--- config.mk ---
export PLATFORM = sky130hd
export DESIGN_NAME = fetch_stage_flat
export DESIGN_NICKNAME = d
export VERILOG_FILES = /design/src/rtl/fetch_stage_pkg.sv /design/src/rtl/fetch_stage_if.sv /design/src/rtl/fetch_skid_buf.sv /design/src/rtl/fetch_stage.sv /design/src/flat_wrapper.sv
export SDC_FILE = /design/constraint.sdc
export NUM_CORES = 1
export LEC_CHECK = 0
export CORE_ASPECT_RATIO = 1.1
export CORE_MARGIN = 5
export CORE_UTILIZATION = 57
export DETAILED_ROUTE_END_ITERATION = 10
export DONT_BUFFER_PORTS = 1
export PLACE_DENSITY = 0.75
export SLEW_MARGIN = 10
export SYNTH_ARGS = -nofsm -noshare
export SYNTH_HDL_FRONTEND = slang
export SYNTH_HIERARCHICAL = 1
export SYNTH_SLANG_ARGS = --single-unit
--- constraint.sdc ---
create_clock -name clk -period 2.28 [get_ports clk]
set_clock_uncertainty 0.15 [all_clocks]
set_input_delay 0.57 -clock clk [delete_from_list [all_inputs] [get_ports clk]]
set_output_delay 0.57 -clock clk [all_outputs]
set_load 0.1 [all_outputs]
--- src/rtl/fetch_stage_pkg.sv ---
// fetch_stage_pkg: shared CPU constants for fetch state encoding and opcode decode
package fetch_stage_pkg;
    localparam int          PC_WIDTH    = 16;
    localparam logic [15:0] RESET_ADDR  = 16'h0000;
    localparam logic [15:0] NOP_ENC     = 16'h0000;
    localparam logic [3:0]  HALT_OPCODE = 4'h1;
    localparam logic [1:0]  S_FETCH  = 2'd0;
    localparam logic [1:0]  S_WAIT   = 2'd1;
    localparam logic [1:0]  S_HALTED = 2'd2;
    function automatic logic is_halt(input logic [15:0] i, input logic [3:0] op);
        return i[15:12] == op;
    endfunction
endpackage

--- src/rtl/fetch_stage_if.sv ---
// fetch_stage_if: instruction-memory request/response handshake
interface fetch_stage_if #(parameter int PC_W = 16);
    logic            req;
    logic [PC_W-1:0] addr;
    logic            valid;
    logic [15:0]     rdata;
    modport master (output req, addr, input valid, rdata);
    modport slave  (input req, addr, output valid, rdata);
endinterface

--- src/rtl/fetch_skid_buf.sv ---
// fetch_skid_buf: one-entry {data, pc} holding buffer for a response caught by a stall
module fetch_skid_buf #(
    parameter int DW = 16,
    parameter int AW = 16
) (
    input  logic          clk,
    input  logic          rst,
    input  logic          load,
    input  logic          drain,
    input  logic          clear,
    input  logic [DW-1:0] din,
    input  logic [AW-1:0] pin,
    output logic          valid,
    output logic [DW-1:0] data,
    output logic [AW-1:0] pc
);
    always_ff @(posedge clk or posedge rst) begin
        if (rst) begin
            valid <= 1'b0;
            data  <= '0;
            pc    <= '0;
        end else if (clear || drain) begin
            valid <= 1'b0;
        end else if (load) begin
            valid <= 1'b1;
            data  <= din;
            pc    <= pin;
        end
    end
endmodule

--- src/rtl/fetch_stage.sv ---
// fetch_stage: PC, instruction-memory requests, skid buffer and IF/ID register
module fetch_stage
    import fetch_stage_pkg::*;
#(
    parameter int          PC_W     = PC_WIDTH,
    parameter logic [15:0] RESET_PC = RESET_ADDR,
    parameter logic [15:0] NOP_INST = NOP_ENC,
    parameter logic [3:0]  HALT_OP  = HALT_OPCODE
) (
    input  logic             clk,
    input  logic             rst,
    fetch_stage_if.master    imem,
    input  logic             stall,
    input  logic             redirect_en,
    input  logic [PC_W-1:0]  redirect_pc,
    output logic [15:0]      inst,
    output logic [PC_W-1:0]  inst_pc,
    output logic             inst_valid,
    output logic             halted
);
    logic [1:0]      state;
    logic [PC_W-1:0] pc, fetch_pc, skid_pc, if_pc;
    logic [15:0]     skid_data, if_data;
    logic            drop, skid_valid, issue, rsp, take, load_skid, drain, if_load;

    always_comb begin
        issue     = state == S_FETCH && !skid_valid && !redirect_en && !rst;
        rsp       = state == S_WAIT && imem.valid;
        take      = rsp && !drop && !redirect_en;
        load_skid = take && stall;
        drain     = state == S_FETCH && skid_valid && !stall && !redirect_en;
        if_load   = (take && !stall) || drain;
        if_data   = drain ? skid_data : imem.rdata;
        if_pc     = drain ? skid_pc : fetch_pc;
    end

    assign imem.req  = issue;
    assign imem.addr = issue ? pc : '0;
    assign halted    = state == S_HALTED;

    fetch_skid_buf #(.DW(16), .AW(PC_W)) u_skid (
        .clk   (clk),
        .rst   (rst),
        .load  (load_skid),
        .drain (drain),
        .clear (redirect_en),
        .din   (imem.rdata),
        .pin   (fetch_pc),
        .valid (skid_valid),
        .data  (skid_data),
        .pc    (skid_pc)
    );

    always_ff @(posedge clk or posedge rst) begin
        if (rst) begin
            state      <= S_FETCH;
            pc         <= RESET_PC[PC_W-1:0];
            fetch_pc   <= '0;
            drop       <= 1'b0;
            inst       <= NOP_INST;
            inst_pc    <= '0;
            inst_valid <= 1'b0;
        end else if (redirect_en) begin
            // an outstanding request still owes a response, which must be swallowed
            pc         <= redirect_pc;
            inst       <= NOP_INST;
            inst_valid <= 1'b0;
            drop       <= drop || (state == S_WAIT && !imem.valid);
            state      <= (state == S_WAIT && !imem.valid) ? S_WAIT : S_FETCH;
            if (rsp) drop <= 1'b0;
        end else begin
            if (issue) begin
                fetch_pc <= pc;
                pc       <= pc + 1'b1;
                state    <= S_WAIT;
            end
            if (if_load) begin
                inst       <= if_data;
                inst_pc    <= if_pc;
                inst_valid <= 1'b1;
                state      <= is_halt(if_data, HALT_OP) ? S_HALTED : S_FETCH;
            end else if (!stall) begin
                inst       <= NOP_INST;
                inst_valid <= 1'b0;
            end
            if (rsp && drop) begin
                drop  <= 1'b0;
                state <= S_FETCH;
            end
            if (load_skid) state <= S_FETCH;
        end
    end
endmodule

--- src/flat_wrapper.sv ---
// flat-port wrapper written by rule: the top's interface ports become plain ports
module fetch_stage_flat import fetch_stage_pkg::*;
#(
    parameter int          PC_W     = PC_WIDTH,
    parameter logic [15:0] RESET_PC = RESET_ADDR,
    parameter logic [15:0] NOP_INST = NOP_ENC,
    parameter logic [3:0]  HALT_OP  = HALT_OPCODE
)
  (clk, rst, stall, redirect_en, redirect_pc, inst, inst_pc, inst_valid, halted, imem_req, imem_addr, imem_valid, imem_rdata);
  fetch_stage_if #(.PC_W(PC_W)) imem_i ();
  input  logic clk;
  input  logic rst;
  input  logic stall;
  input  logic redirect_en;
  input  logic [PC_W-1:0] redirect_pc;
  output logic [15:0] inst;
  output logic [PC_W-1:0] inst_pc;
  output logic inst_valid;
  output logic halted;
  output wire logic [$bits(imem_i.req)-1:0] imem_req;
  output wire logic [$bits(imem_i.addr)-1:0] imem_addr;
  input wire logic [$bits(imem_i.valid)-1:0] imem_valid;
  input wire logic [$bits(imem_i.rdata)-1:0] imem_rdata;
  assign imem_req = imem_i.req;
  assign imem_addr = imem_i.addr;
  assign imem_i.valid = imem_valid;
  assign imem_i.rdata = imem_rdata;
  fetch_stage #(.PC_W(PC_W), .RESET_PC(RESET_PC), .NOP_INST(NOP_INST), .HALT_OP(HALT_OP)) u_core (.clk(clk), .rst(rst), .imem(imem_i), .stall(stall), .redirect_en(redirect_en), .redirect_pc(redirect_pc), .inst(inst), .inst_pc(inst_pc), .inst_valid(inst_valid), .halted(halted));
endmodule
==> out/results.txt <==
Status - finished with violations
Failing checks - negative hold slack, negative setup slack
Biggest area consumer among synthesized cells - dfrtp_1
Crit-path max FO - 6
DRT Wirelength - 9730 um
Final setup fails - 17
Post-Place Worst Slack - 0.0310 ns
Chip height - 103 um
Gr busiest metal - met2
Critical path startpoint category - register
Routed via count - 3136
CTS Buffer Depth - 2
Starting Density - 57.8%
Clock transition at the registers of the reported paths - 0.10 ns
Tcrit/Tclk final - 112%
Met3 Usage GRT - 6.22%
Synth warn - 6
TritonRoute pass-1 iters - 6
Avg Vias per Cell - 5.95
Cell Count, Final, Fillers Out - 527
First-pass GRT wire length - 16000 um
Vias in the first global route - 3209
# Max-Cap Violations - 0
LEAKAGE - 2.45 nW
Row count - 34
Final WS setup - -0.277 ns
ANT nets after route - 0
Fin. max-slew vios - 0
Met2 Usage GRT - 32.9%
Detail Placement HPWL - 6500 um
Sink Count - 101
Unique masters post-synth - 43
Full die area - 9810 um2
Core Util, Final - 68.1%
Total track usage - 21.2%
CTS root buf - clkbuf_8
Avg Synthesized Cell Area - 11.8 um2
PortBufs - 0
RSZ-0062 raised after global routing - true
Seq/Total Area, Yosys - 55.9%
Synthesized area - 4520 um2
Fill cell count - 602
DRT iter0 DRCs - 148
Main synth FF type - dfrtp_1
WS Path Type - register to output port
Fmax - 391 MHz
Largest net degree at the start of global routing - 69
Share of the synthesized area in the top cell type - 55.9%
Share of async-settable or async-resettable flops after synthesis - 100%
Worst path arrival time - 1.84 ns
Worst EP required - 1.56 ns
Nets - 452
Worst hold path class - primary input to async pin
TritonCTS buffer count - 9
WHS - -0.00700 ns
Actual slew at the worst max-slew pin - 0.924 ns
Flops & latches, synth - 101
H-tree Lvls - 3
Worst setup EP type - output port
Final Hold Fails - 2
Initial antenna violation count - 0
GP Congestion - 0.891
PwrDens - 1080 nW/um2
Detailed-route DRC error count - 0
Met1 global-route usage - 29.0%
Setup TNS - -4.20 ns
Die X - 94.9 um
Post-CTS Hold Buffers - 0
Post-synth EDFFs - 0
Worst rel slew slack - 38.4%
Layout area overhead - 18.0%
Share of layout cells above drive strength 1 - 32.5%
Antenna Cells - 0
Synth top area cells - dfrtp_1 56%, mux2_2 12%, mux2i_1 3.8%
Worst vdd ir - 0.527 mV
Io pins - 88
Grt ovf - 0
CTS tree - yes
Core box area - 7830 um2
Minimum clock period - 2.56 ns
Syn Nets - 420
Placed Cells - 508
Mean routed wirelength per cell - 18.5 um
Gate Count Post-Synth - 382
R2R Setup Slk - 0.07 ns
Clk_lat worst skew - 0.36 ns
[metal layers]
layer,wire length (um),vias up,part of all wire (%)
met1,4220,1572,43
met5,0,-,0
met3,785,9,8.1
met4,80,0,0.82
li1,-,1437,-
met2,4640,118,48
[worst max-delay path, cell delays in order, from the launching register on]
cell,delay (ns)
dfrtp_1,0.40
or4_4,0.64
nor3_4,0.22
buf_12,0.20
[layout make-up]
cell class | instances | area [um2] | share of cell area (%)
flip-flops and latches | 101 | 2530 | 47.4
multi-input cells | 235 | 1910 | 35.9
repair buffers | 44 | 472 | 8.85
well taps | 108 | 135 | 2.53
clock buffers | 10 | 128 | 2.39
inverters | 23 | 90.1 | 1.69
clock inverters | 6 | 68.8 | 1.29
[per-stage QoR]
step / total power, mW / hold slack, ns / cell area (um2)
2_1_floorplan: 4.15 / 0.285 / 4650
6_report: 5.74 / -0.00700 / 5330
5_1_grt: 6.02 / 0.00445 / 5330
4_1_cts: 5.79 / 0.0148 / 5320
3_3_place_gp: 4.57 / 0.292 / 5080
3_5_place_dp: 4.63 / 0.319 / 5080
[path summary, 6_finish.rpt]
path                                             start                  end  cells after the start
min in group clk                           redirect_en  u_core/u_skid/valid                      1
worst min register to register  u_core/u_skid/data[10]      u_core/inst[10]                      2
worst max-delay path                   u_core/state[0]        imem_addr[14]                      3
worst min-delay path                               rst   u_core/inst_pc[13]                      2
max in group asynchronous                          rst  u_core/u_skid/pc[9]                      2
worst max register to register         u_core/state[1]  u_core/u_skid/pc[0]                      6
[Yosys cell counts, types with 2 or more instances]
cell type and instances:
a31oi_1 2, and3_1 13, a222oi_1 14, o21ai_0 23, nand3_1 7, nor3_2 3
clkbuf_1 13, xnor2_1 4, buf_4 2, nand2_1 37, buf_6 4, o2bb2ai_1 2
and4_1 2, buf_2 3, a22oi_1 2, dfrtp_1 101, mux2_1 2, o21ai_2 2
mux2i_1 17, nor2_1 10, xor2_1 6, nor3_1 8, nor2b_1 3, inv_1 23
nand4_1 7, mux2_2 47, a31o_2 2, a21oi_1 3, o21ai_1 2, nor4_1 5
[sequential cells by signal, indices dropped and copies added, names as in the netlist]
register,cells
u_core/drop,1
u_core/fetch_pc,16
u_core/inst,16
u_core/inst_pc,16
u_core/inst_valid,1
u_core/pc,16
u_core/state,2
u_core/u_skid/data,16
u_core/u_skid/pc,16
u_core/u_skid/valid,1
[repair_timing]
item | CTS | global route
buffers inserted | 1 | 1
resized for setup | 0 | 1
gates cloned | 1 | 0
endpoints found under the setup margin | 17 | 47
pin swaps | 2 | 0
[power breakdown]
group          switching, mW  leakage, nW  internal (mW)
sequential             0.324         1.30           2.21
combinational           1.49         1.05          0.576
clock                  0.624       0.0977          0.518
[placed cells by master (no fill, tap or decap), types with 6 or more instances in the layout]
master / count
dfrtp_1: 101
mux2_2: 47
nand2_1: 37
buf_4: 33
o21ai_0: 23
inv_1: 22
mux2i_1: 17
a222oi_1: 14
and3_4: 12
nor2_1: 10
clkbuf_8: 9
buf_12: 9
nand3_1: 7
nand4_1: 7
xor2_1: 6
[kinds of logic after synthesis]
logic type	share of synthesized area [%]
multiplexers	16.0
XOR/XNOR	1.94
AND/OR/NAND/NOR	12.2
AO/OA/AOI/OAI	8.97
adder cells (fa/ha/maj)	0.277
buffers and inverters	4.73
flip-flops	55.9
No activity file was read; power rests on OpenSTA's default activity.
